`src/rtl/hex_char_parser.sv`:
```
// ASCII hex-digit stream to binary word parser.
// Digits accumulate MSB-first; CR emits the word, space is ignored, anything else is rejected.
module hex_char_parser #(
  parameter int unsigned DIGITS = 4
) (
  input  logic                  clk,
  input  logic                  reset_n,
  input  logic [7:0]            char_in,
  input  logic                  char_valid,
  output logic                  char_ready,
  output logic [4*DIGITS-1:0]   word_out,
  output logic                  word_valid,
  input  logic                  word_ready,
  output logic                  err,
  output logic [3:0]            digit_count
);

  localparam int unsigned W    = 4 * DIGITS;
  localparam int unsigned CW   = 4;
  localparam logic [7:0]  CH_CR = 8'h0d;
  localparam logic [7:0]  CH_SP = 8'h20;

  typedef enum logic {ACCUM = 1'b0, OUT = 1'b1} state_t;

  state_t          state;
  state_t          state_nxt;
  logic [W-1:0]    acc;
  logic [CW-1:0]   cnt;
  logic            is_hex;
  logic [3:0]      nibble;
  logic            accept;
  logic            full;

  // ASCII hex digit decode
  always_comb begin
    is_hex = 1'b0;
    nibble = 4'h0;
    if (char_in >= 8'h30 && char_in <= 8'h39) begin
      is_hex = 1'b1;
      nibble = 4'(char_in - 8'h30);
    end else if (char_in >= 8'h41 && char_in <= 8'h46) begin
      is_hex = 1'b1;
      nibble = 4'(char_in - 8'h37);
    end else if (char_in >= 8'h61 && char_in <= 8'h66) begin
      is_hex = 1'b1;
      nibble = 4'(char_in - 8'h57);
    end
  end

  assign accept      = char_valid && char_ready;
  assign full        = (cnt == CW'(DIGITS));
  assign digit_count = cnt;

  // State register
  always_ff @(posedge clk) begin
    if (!reset_n) state <= ACCUM;
    else          state <= state_nxt;
  end

  // Next-state logic
  always_comb begin
    state_nxt = state;
    case (state)
      ACCUM: if (accept && char_in == CH_CR && cnt != '0) state_nxt = OUT;
      OUT:   if (word_ready) state_nxt = ACCUM;
      default: state_nxt = ACCUM;
    endcase
  end

  // Handshake outputs decoded from the state register
  always_comb begin
    char_ready = 1'b0;
    word_valid = 1'b0;
    case (state)
      ACCUM:   char_ready = 1'b1;
      OUT:     word_valid = 1'b1;
      default: char_ready = 1'b1;
    endcase
  end

  // Accumulator, count, output word and error pulse
  always_ff @(posedge clk) begin
    if (!reset_n) begin
      acc      <= '0;
      cnt      <= '0;
      word_out <= '0;
      err      <= 1'b0;
    end else begin
      err <= 1'b0;
      if (state == ACCUM && accept) begin
        if (is_hex) begin
          if (!full) begin
            acc <= W'({acc, nibble});
            cnt <= cnt + CW'(1);
          end else begin
            err <= 1'b1;
            acc <= '0;
            cnt <= '0;
          end
        end else if (char_in == CH_CR) begin
          if (cnt != '0) word_out <= acc;
        end else if (char_in != CH_SP) begin
          err <= 1'b1;
          acc <= '0;
          cnt <= '0;
        end
      end else if (state == OUT && word_ready) begin
        acc <= '0;
        cnt <= '0;
      end
    end
  end

endmodule

```
`config.mk`:
```
export PLATFORM = sky130hd
export DESIGN_NAME = hex_char_parser
export DESIGN_NICKNAME = d
export VERILOG_FILES = /design/src/rtl/hex_char_parser.sv
export SDC_FILE = /design/constraint.sdc
export NUM_CORES = 1
export LEC_CHECK = 0
export CAP_MARGIN = 10
export CORE_MARGIN = 2
export CORE_UTILIZATION = 45
export DETAILED_ROUTE_END_ITERATION = 16
export HOLD_SLACK_MARGIN = 0.06
export PLACE_DENSITY = 0.69
export SLEW_MARGIN = 20
export SYNTH_ARGS = -nofsm -noshare
export SYNTH_HDL_FRONTEND = slang
export SYNTH_SLANG_ARGS = --single-unit
```
`constraint.sdc`:
```
create_clock -name clk -period 2.5 [get_ports clk]
set_input_delay 0.5 -clock clk [delete_from_list [all_inputs] [get_ports clk]]
set_output_delay 0.5 -clock clk [all_outputs]
set_load 0.02 [all_outputs]
```
== Word-level counts from Yosys, hierarchy flattened ==
Cells that the tools add are included.

* Bits in registers: 38
* Output and inout port bits: 23
* Logic and storage cells: 62

* Multiplexer cells: 27
* Bitwise logic cells: 2
* $add $sub $neg: 4
* Reductions and logical operators: 13
* $lt $le $gt $ge: 6
* Equality and inequality tests: 5

{| class="wikitable"
|+ Operators by type and width
! cell !! count
|-
| $mux W16 || 6
|-
| $mux W4 || 9
|-
| $ge A8 B7 Y1 const B || 2
|-
| $le A8 B7 Y1 const B || 2
|-
| $mux W1 || 11
|-
| $eq A8 B4 Y1 const B || 1
|-
| $ge A8 B6 Y1 const B || 1
|-
| $le A8 B6 Y1 const B || 1
|-
| $logic_and A1 B1 Y1 || 8
|-
| $ne A8 B6 Y1 const B || 1
|-
| $sub A4 B3 Y4 const B || 2
|-
| $add A4 B1 Y4 const B || 1
|-
| $eq A4 B3 Y1 const B || 1
|-
| $reduce_and A4 Y1 || 1
|-
| $reduce_bool A4 Y1 || 1
|-
| $sub A4 B1 Y4 const B || 1
|-
| $ne A3 B2 Y1 const B || 1
|-
| $ne A3 B3 Y1 const B || 1
|-
| $reduce_and A3 Y1 || 1
|-
| $not A1 Y1 || 2
|-
| $pmux W1 S2 || 1
|-
| $reduce_and A2 Y1 || 1
|-
| $reduce_bool A2 Y1 || 1
|}

== Logic depth before layout (Yosys ltp) ==
* Depth after elaboration: 8
* Mapped depth: 8
* Depth with buffers taken out: 6

== Worst setup path before layout ==
No wires, ideal clock.

* Path type: input port to flip-flop
* Start point: in char_in[1]
* End point: reg word_out[3]
* Library setup time: 0.116 ns
* Slack: 0.566 ns
* Buffers on the path: 2
* Arrival time: 1.817 ns
* Stages on the path: 8
* Cells stage by stage: inv_1 -> ha_1 -> nand4b_1 -> or4_1 -> buf_2 -> buf_6 -> nand2_1 -> a21boi_1

* Longest elaborated chain between the ends: 7

{| class="wikitable"
|+ Ends and longest elaborated chain
! what !! RTL line !! RTL
|-
| start: declaration || 8 || <nowiki>input logic [7:0] char_in,</nowiki>
|-
| $ge A8 B7 Y1 / $le A8 B7 Y1 (equally long branches) || 44 || <nowiki>end else if (char_in >= 8'h61 && char_in <= 8'h66) begin</nowiki>
|-
| $logic_and A1 B1 Y1 || 44 ||
|-
| $mux W1 || 44 ||
|-
| $mux W1 || 41 || <nowiki>end else if (char_in >= 8'h41 && char_in <= 8'h46) begin</nowiki>
|-
| $mux W1 || 38 || <nowiki>if (char_in >= 8'h30 && char_in <= 8'h39) begin</nowiki>
|-
| $not A1 Y1 (no source line) || - ||
|-
| $reduce_and A4 Y1 (no source line) * || - ||
|-
| end signal: assignment || 86 || <nowiki>word_out <= '0;</nowiki>
|-
| end signal: assignment || 101 || <nowiki>if (cnt != '0) word_out <= acc;</nowiki>
|-
| end: declaration || 11 || <nowiki>output logic [4*DIGITS-1:0] word_out,</nowiki>
|}

Mark *: on every way between the ends. The rest lies on a longest branch, timed or not.
A chain may end at the register's enable or synchronous reset.

== Worst setup path in the final report ==
* Start point: in char_in[0]
* End point: reg word_out[8]

The elaborated chain is that of the path after synthesis.

==> tab_implementation.tex <==
\begin{tabular}{lr}
\hline
Metric & Value \\
\hline
\multicolumn{2}{l}{\textbf{Status}} \\
\quad Status & finished clean \\
\multicolumn{2}{l}{\textbf{Synthesis}} \\
\quad Synth warnings & 0 \\
\quad FF+latch count, synth & 38 \\
\quad Async SR Flop Fraction & 0\% \\
\quad Post-Syn Area per Cell & around 9.9 um\^{}2 \\
\quad Synth Net Count & 186 \\
\quad Post-synthesis cell type count & 44 \\
\quad Most used flip-flop cell after synthesis & sky130\_fd\_sc\_hd\_\_dfxtp\_1 \\
\quad Gate Count Post-Synth & about 170 \\
\quad Synth Cell Area & about 1700 um\^{}2 \\
\quad Number of synthesized flops with an enable pin & 0 \\
\quad Portion of the post-synthesis area used by sequential elements & 45.65\% \\
\multicolumn{2}{l}{\textbf{Timing}} \\
\quad Final critical path time including I/O delays and setup & around 2200 ps \\
\quad Maximum clock frequency & around 450 MHz \\
\quad Worst hold slack & 451.6 ps \\
\quad Final worst clock skew & about 8.7 ps \\
\quad Final Max Tran Viols & 0 \\
\quad Final-report hold violation count & 0 \\
\quad Setup violation total in the final timing report & 0 \\
\quad Final worst-path cycle share & 88.11\% \\
\quad Relative slew slack & 67.88\% \\
\quad Final setup slack of the worst path & about 300 ps \\
\quad Setup repair after global routing missed its margin & no \\
\quad Slew at the pin with the worst max-slew slack & between 400 and 500 ps \\
\multicolumn{2}{l}{\textbf{CTS}} \\
\quad Clk sink count & 38 \\
\quad Number of buffers created by CTS & 5 \\
\quad Clk\_lat worst skew & 290 ps \\
\quad Post-CTS Setup Bufs & 0 \\
\quad Clock tree from TritonCTS & built \\
\quad Post\_cts resized & 0 \\
\quad Quantity of hold-fixing buffers added after cts & 0 \\
\quad Deepest clock path buffer count & 2 \\
\quad CTS clock-pin slew for the worst setup and hold paths & around 70 ps \\
\quad H-tree level count & 2 \\
\quad Library cell used as clock root buffer & sky130\_fd\_sc\_hd\_\_clkbuf\_8 \\
\multicolumn{2}{l}{\textbf{Die}} \\
\quad CORE AREA & between 3000 and 4000 um\^{}2 \\
\quad Die height & between 60 and 70 um \\
\quad Site row count & 22 \\
\quad Horizontal die dimension & 64.86 um \\
\quad Initial core utilization & between 40 and 50\% \\
\quad Die Footprint & 4206 um\^{}2 \\
\quad I/O pins & 35 \\
\multicolumn{2}{l}{\textbf{Route}} \\
\quad Routed length per placed instance & roughly 14 um \\
\quad Drt drc & 0 \\
\quad Detailed Route WL & between 3 and 4 mm \\
\quad Antenna violation net count after detailed routing & 0 \\
\quad Number of detailed-routing iterations run before antenna repair & 4 \\
\quad Count of vias placed by the detailed router & roughly 1400 \\
\quad Drt via density & between 5 and 6 \\
\quad Detailed router's first-iteration violation count & 59 \\
\multicolumn{2}{l}{\textbf{Layout}} \\
\quad Filler cell count & approximately 320 \\
\quad Area overhead of the layout relative to synthesis & 30.56\% \\
\quad Post-route core utilization & slightly above 60\% \\
\quad Fraction of layout cells with a size suffix above 1 & approximately a tenth \\
\quad Total area of sequential cells & 760.7 um\^{}2 \\
\quad Final layout net count & between 200 and 250 \\
\quad Multi-input logic area & 829.5 um\^{}2 \\
\quad Count of inserted antenna diode cells & 0 \\
\multicolumn{2}{l}{\textbf{Power and ir drop}} \\
\quad Peak ir drop on the vdd network & 0.2732 mV \\
\quad P per Cell Area & $\sim$500 nW/um\^{}2 \\
\quad Cell leakage power & 0.7801 nW \\
\multicolumn{2}{l}{\textbf{Critical path}} \\
\quad Endpoint of the worst register-to-register path & state\$\_SDFF\_PN0\_ \\
\quad Critical path startpoint category & primary input \\
\quad Worst Path Required & roughly 2700 ps \\
\quad Start-to-end type of the worst setup path & primary input to flip-flop \\
\quad Worst path arrival time & about 2400 ps \\
\quad Sequence of cells on the critical path & clkdlybuf4s50\_1 -> ha\_1 -> nand4b\_1 -> or4\_1 -> buf\_4 -> nand2\_1 -> a21boi\_1 \\
\quad R2R cell count & 7 \\
\quad Kind of end point of the critical path & flip-flop \\
\quad Critical path endpoint & word\_out[8]\$\_SDFFE\_PN0P\_ \\
\quad Source of the critical timing path & char\_in[0] \\
\quad Register-to-register setup slack & roughly 690 ps \\
\quad Largest fanout on the critical path & 17 \\
\quad Largest incremental delay on the critical path & approximately 560 ps \\
\quad Startpoint of the lowest-slack register-to-register path & digit\_count[0]\$\_SDFFE\_PN0P\_ \\
\quad Standard cell with the maximum stage delay on the critical path & sky130\_fd\_sc\_hd\_\_or4\_1 \\
\multicolumn{2}{l}{\textbf{Min path}} \\
\quad Classification of the worst-slack hold path & flip-flop to flip-flop \\
\multicolumn{2}{l}{\textbf{Placed design}} \\
\quad Sum of net half-perimeters after detailed placement & roughly 2.5 mm \\
\quad Worst slack, placed & -20.35 ps \\
\quad Final weighted congestion in routability-driven placement & around 0.75 \\
\quad Total of buffers placed on input and output ports & 34 \\
\multicolumn{2}{l}{\textbf{Flow run}} \\
\quad Number of max-cap violations & 0 \\
\multicolumn{2}{l}{\textbf{GRT}} \\
\quad Total congestion overflow & 0 \\
\quad Largest net degree at the start of global routing & 18 \\
\quad Overall Global Routing Usage & 17.96\% \\
\quad Global-route wire length before repair & between 5 and 6 mm \\
\quad Number of global-route vias before repair & 1244 \\
\quad Antenna violations before repair & 0 \\
\hline
\end{tabular}
## critical path: cells and delay by family
| kind | cells | cell delay [ps] |
|---|---|---|
| adder cells (fa/ha/maj) | 1 | 210 |
| buffers and inverters | 2 | 730 |
| AND/OR/NAND/NOR | 3 | 880 |
| AO/OA/AOI/OAI | 1 | 70 |
## placed cells by master, fill, tap and decap left out, types with 2 or more instances in the layout
cell	count
sky130_fd_sc_hd__a22o_1	14
sky130_fd_sc_hd__clkbuf_8	5
sky130_fd_sc_hd__a21boi_1	10
sky130_fd_sc_hd__o21ai_0	4
sky130_fd_sc_hd__mux2i_1	2
sky130_fd_sc_hd__nand2_1	32
sky130_fd_sc_hd__o21a_1	2
sky130_fd_sc_hd__o21bai_1	2
sky130_fd_sc_hd__ha_1	5
sky130_fd_sc_hd__a21boi_0	7
sky130_fd_sc_hd__nor3b_1	3
sky130_fd_sc_hd__buf_4	8
sky130_fd_sc_hd__o2bb2ai_1	3
sky130_fd_sc_hd__clkdlybuf4s50_1	34
sky130_fd_sc_hd__nand3b_1	2
sky130_fd_sc_hd__inv_1	7
sky130_fd_sc_hd__nor2_1	2
sky130_fd_sc_hd__nand2b_1	2
sky130_fd_sc_hd__a21oi_1	2
sky130_fd_sc_hd__clkinv_2	2
sky130_fd_sc_hd__dfxtp_1	38
## cells by family after synthesis
family                     Yosys count  share of synthesized area, %
DFF                                 38                         45.65
xor gates and xnor gates             1                        0.5256
adders and majority gates            5                         3.754
buffers and inverters               15                         4.580
AOI/OAI and AO/OA                   54                         25.98
muxes                                2                         1.201
and+or+nand+nor                     54                         18.32
## cells in the mapped netlist (2+ instances only)
cell type,instances,area share [%]
sky130_fd_sc_hd__nor2_1,2,0.45
sky130_fd_sc_hd__o2bb2ai_1,3,1.6
sky130_fd_sc_hd__inv_1,7,1.6
sky130_fd_sc_hd__a21boi_0,7,3.2
sky130_fd_sc_hd__nand2_1,32,7.2
sky130_fd_sc_hd__a21boi_1,10,4.5
sky130_fd_sc_hd__buf_2,4,1.2
sky130_fd_sc_hd__o21a_1,2,0.90
sky130_fd_sc_hd__ha_1,5,3.8
sky130_fd_sc_hd__nand3b_1,2,0.90
sky130_fd_sc_hd__nand2b_1,2,0.75
sky130_fd_sc_hd__buf_6,2,1.4
sky130_fd_sc_hd__a21oi_1,2,0.60
sky130_fd_sc_hd__nor3b_1,3,1.4
sky130_fd_sc_hd__o21ai_0,4,1.2
sky130_fd_sc_hd__clkbuf_1,2,0.45
sky130_fd_sc_hd__dfxtp_1,38,46
sky130_fd_sc_hd__mux2i_1,2,1.2
sky130_fd_sc_hd__a22o_1,14,7.4
sky130_fd_sc_hd__o21bai_1,2,0.90
## final cells by class
class,instances,share of cell area [%]
multi-input combinational,116,38.13
sequential,38,34.96
timing repair buffer,43,19.32
clock buffer,5,3.163
tap,48,2.760
inverter,7,1.208
clock inverter,2,0.4600
## metrics by stage
step                      instances  power, mW  cell area [um^2]  setup TNS [ps]
after floorplan                 169     0.6654              1667               0
after global placement          252     0.7057              2097               0
after detailed placement        252     0.7084              2097          -27.77
after CTS                       259      1.096              2176               0
after global routing            259      1.122              2176               0
final                           259      1.085              2176               0
## routing by layer
metal  vias to the layer above  track usage (%)  wire length [um]
met5                         -                0                 0
met4                         0            8.777                66
met2                        31            29.77              1674
met1                       650            21.78              1657
met3                         4            4.167               109
li1                        692                -                 -
## power by group
part | switching, mW | leakage, nW | internal, mW
clock network | 0.203 | 0.0438 | 0.187
registers | 0.00157 | 0.306 | 0.607
logic | 0.0414 | 0.430 | 0.0442
total | 0.246 | 0.780 | 0.838
## state kept, by name, indices dropped and copies added (netlist names)
signal	count
acc	16
digit_count	4
err	1
state	1
word_out	16
## how the worst min path moves through the flow
stage / from / to / slack (ps) / cells past startpoint
after floorplan: acc[12]$_SDFFE_PN0P_ / word_out[12]$_SDFFE_PN0P_ / 430 / 2
after global placement: word_out[9]$_SDFFE_PN0P_ / word_out[9]$_SDFFE_PN0P_ / 440 / 2
after detailed placement: word_out[11]$_SDFFE_PN0P_ / word_out[11]$_SDFFE_PN0P_ / 450 / 2
after CTS: word_out[11]$_SDFFE_PN0P_ / word_out[11]$_SDFFE_PN0P_ / 450 / 2
after global routing: word_out[1]$_SDFFE_PN0P_ / word_out[1]$_SDFFE_PN0P_ / 480 / 2
final: word_out[9]$_SDFFE_PN0P_ / word_out[9]$_SDFFE_PN0P_ / 450 / 2
Power figures use the tool's default switching activity.
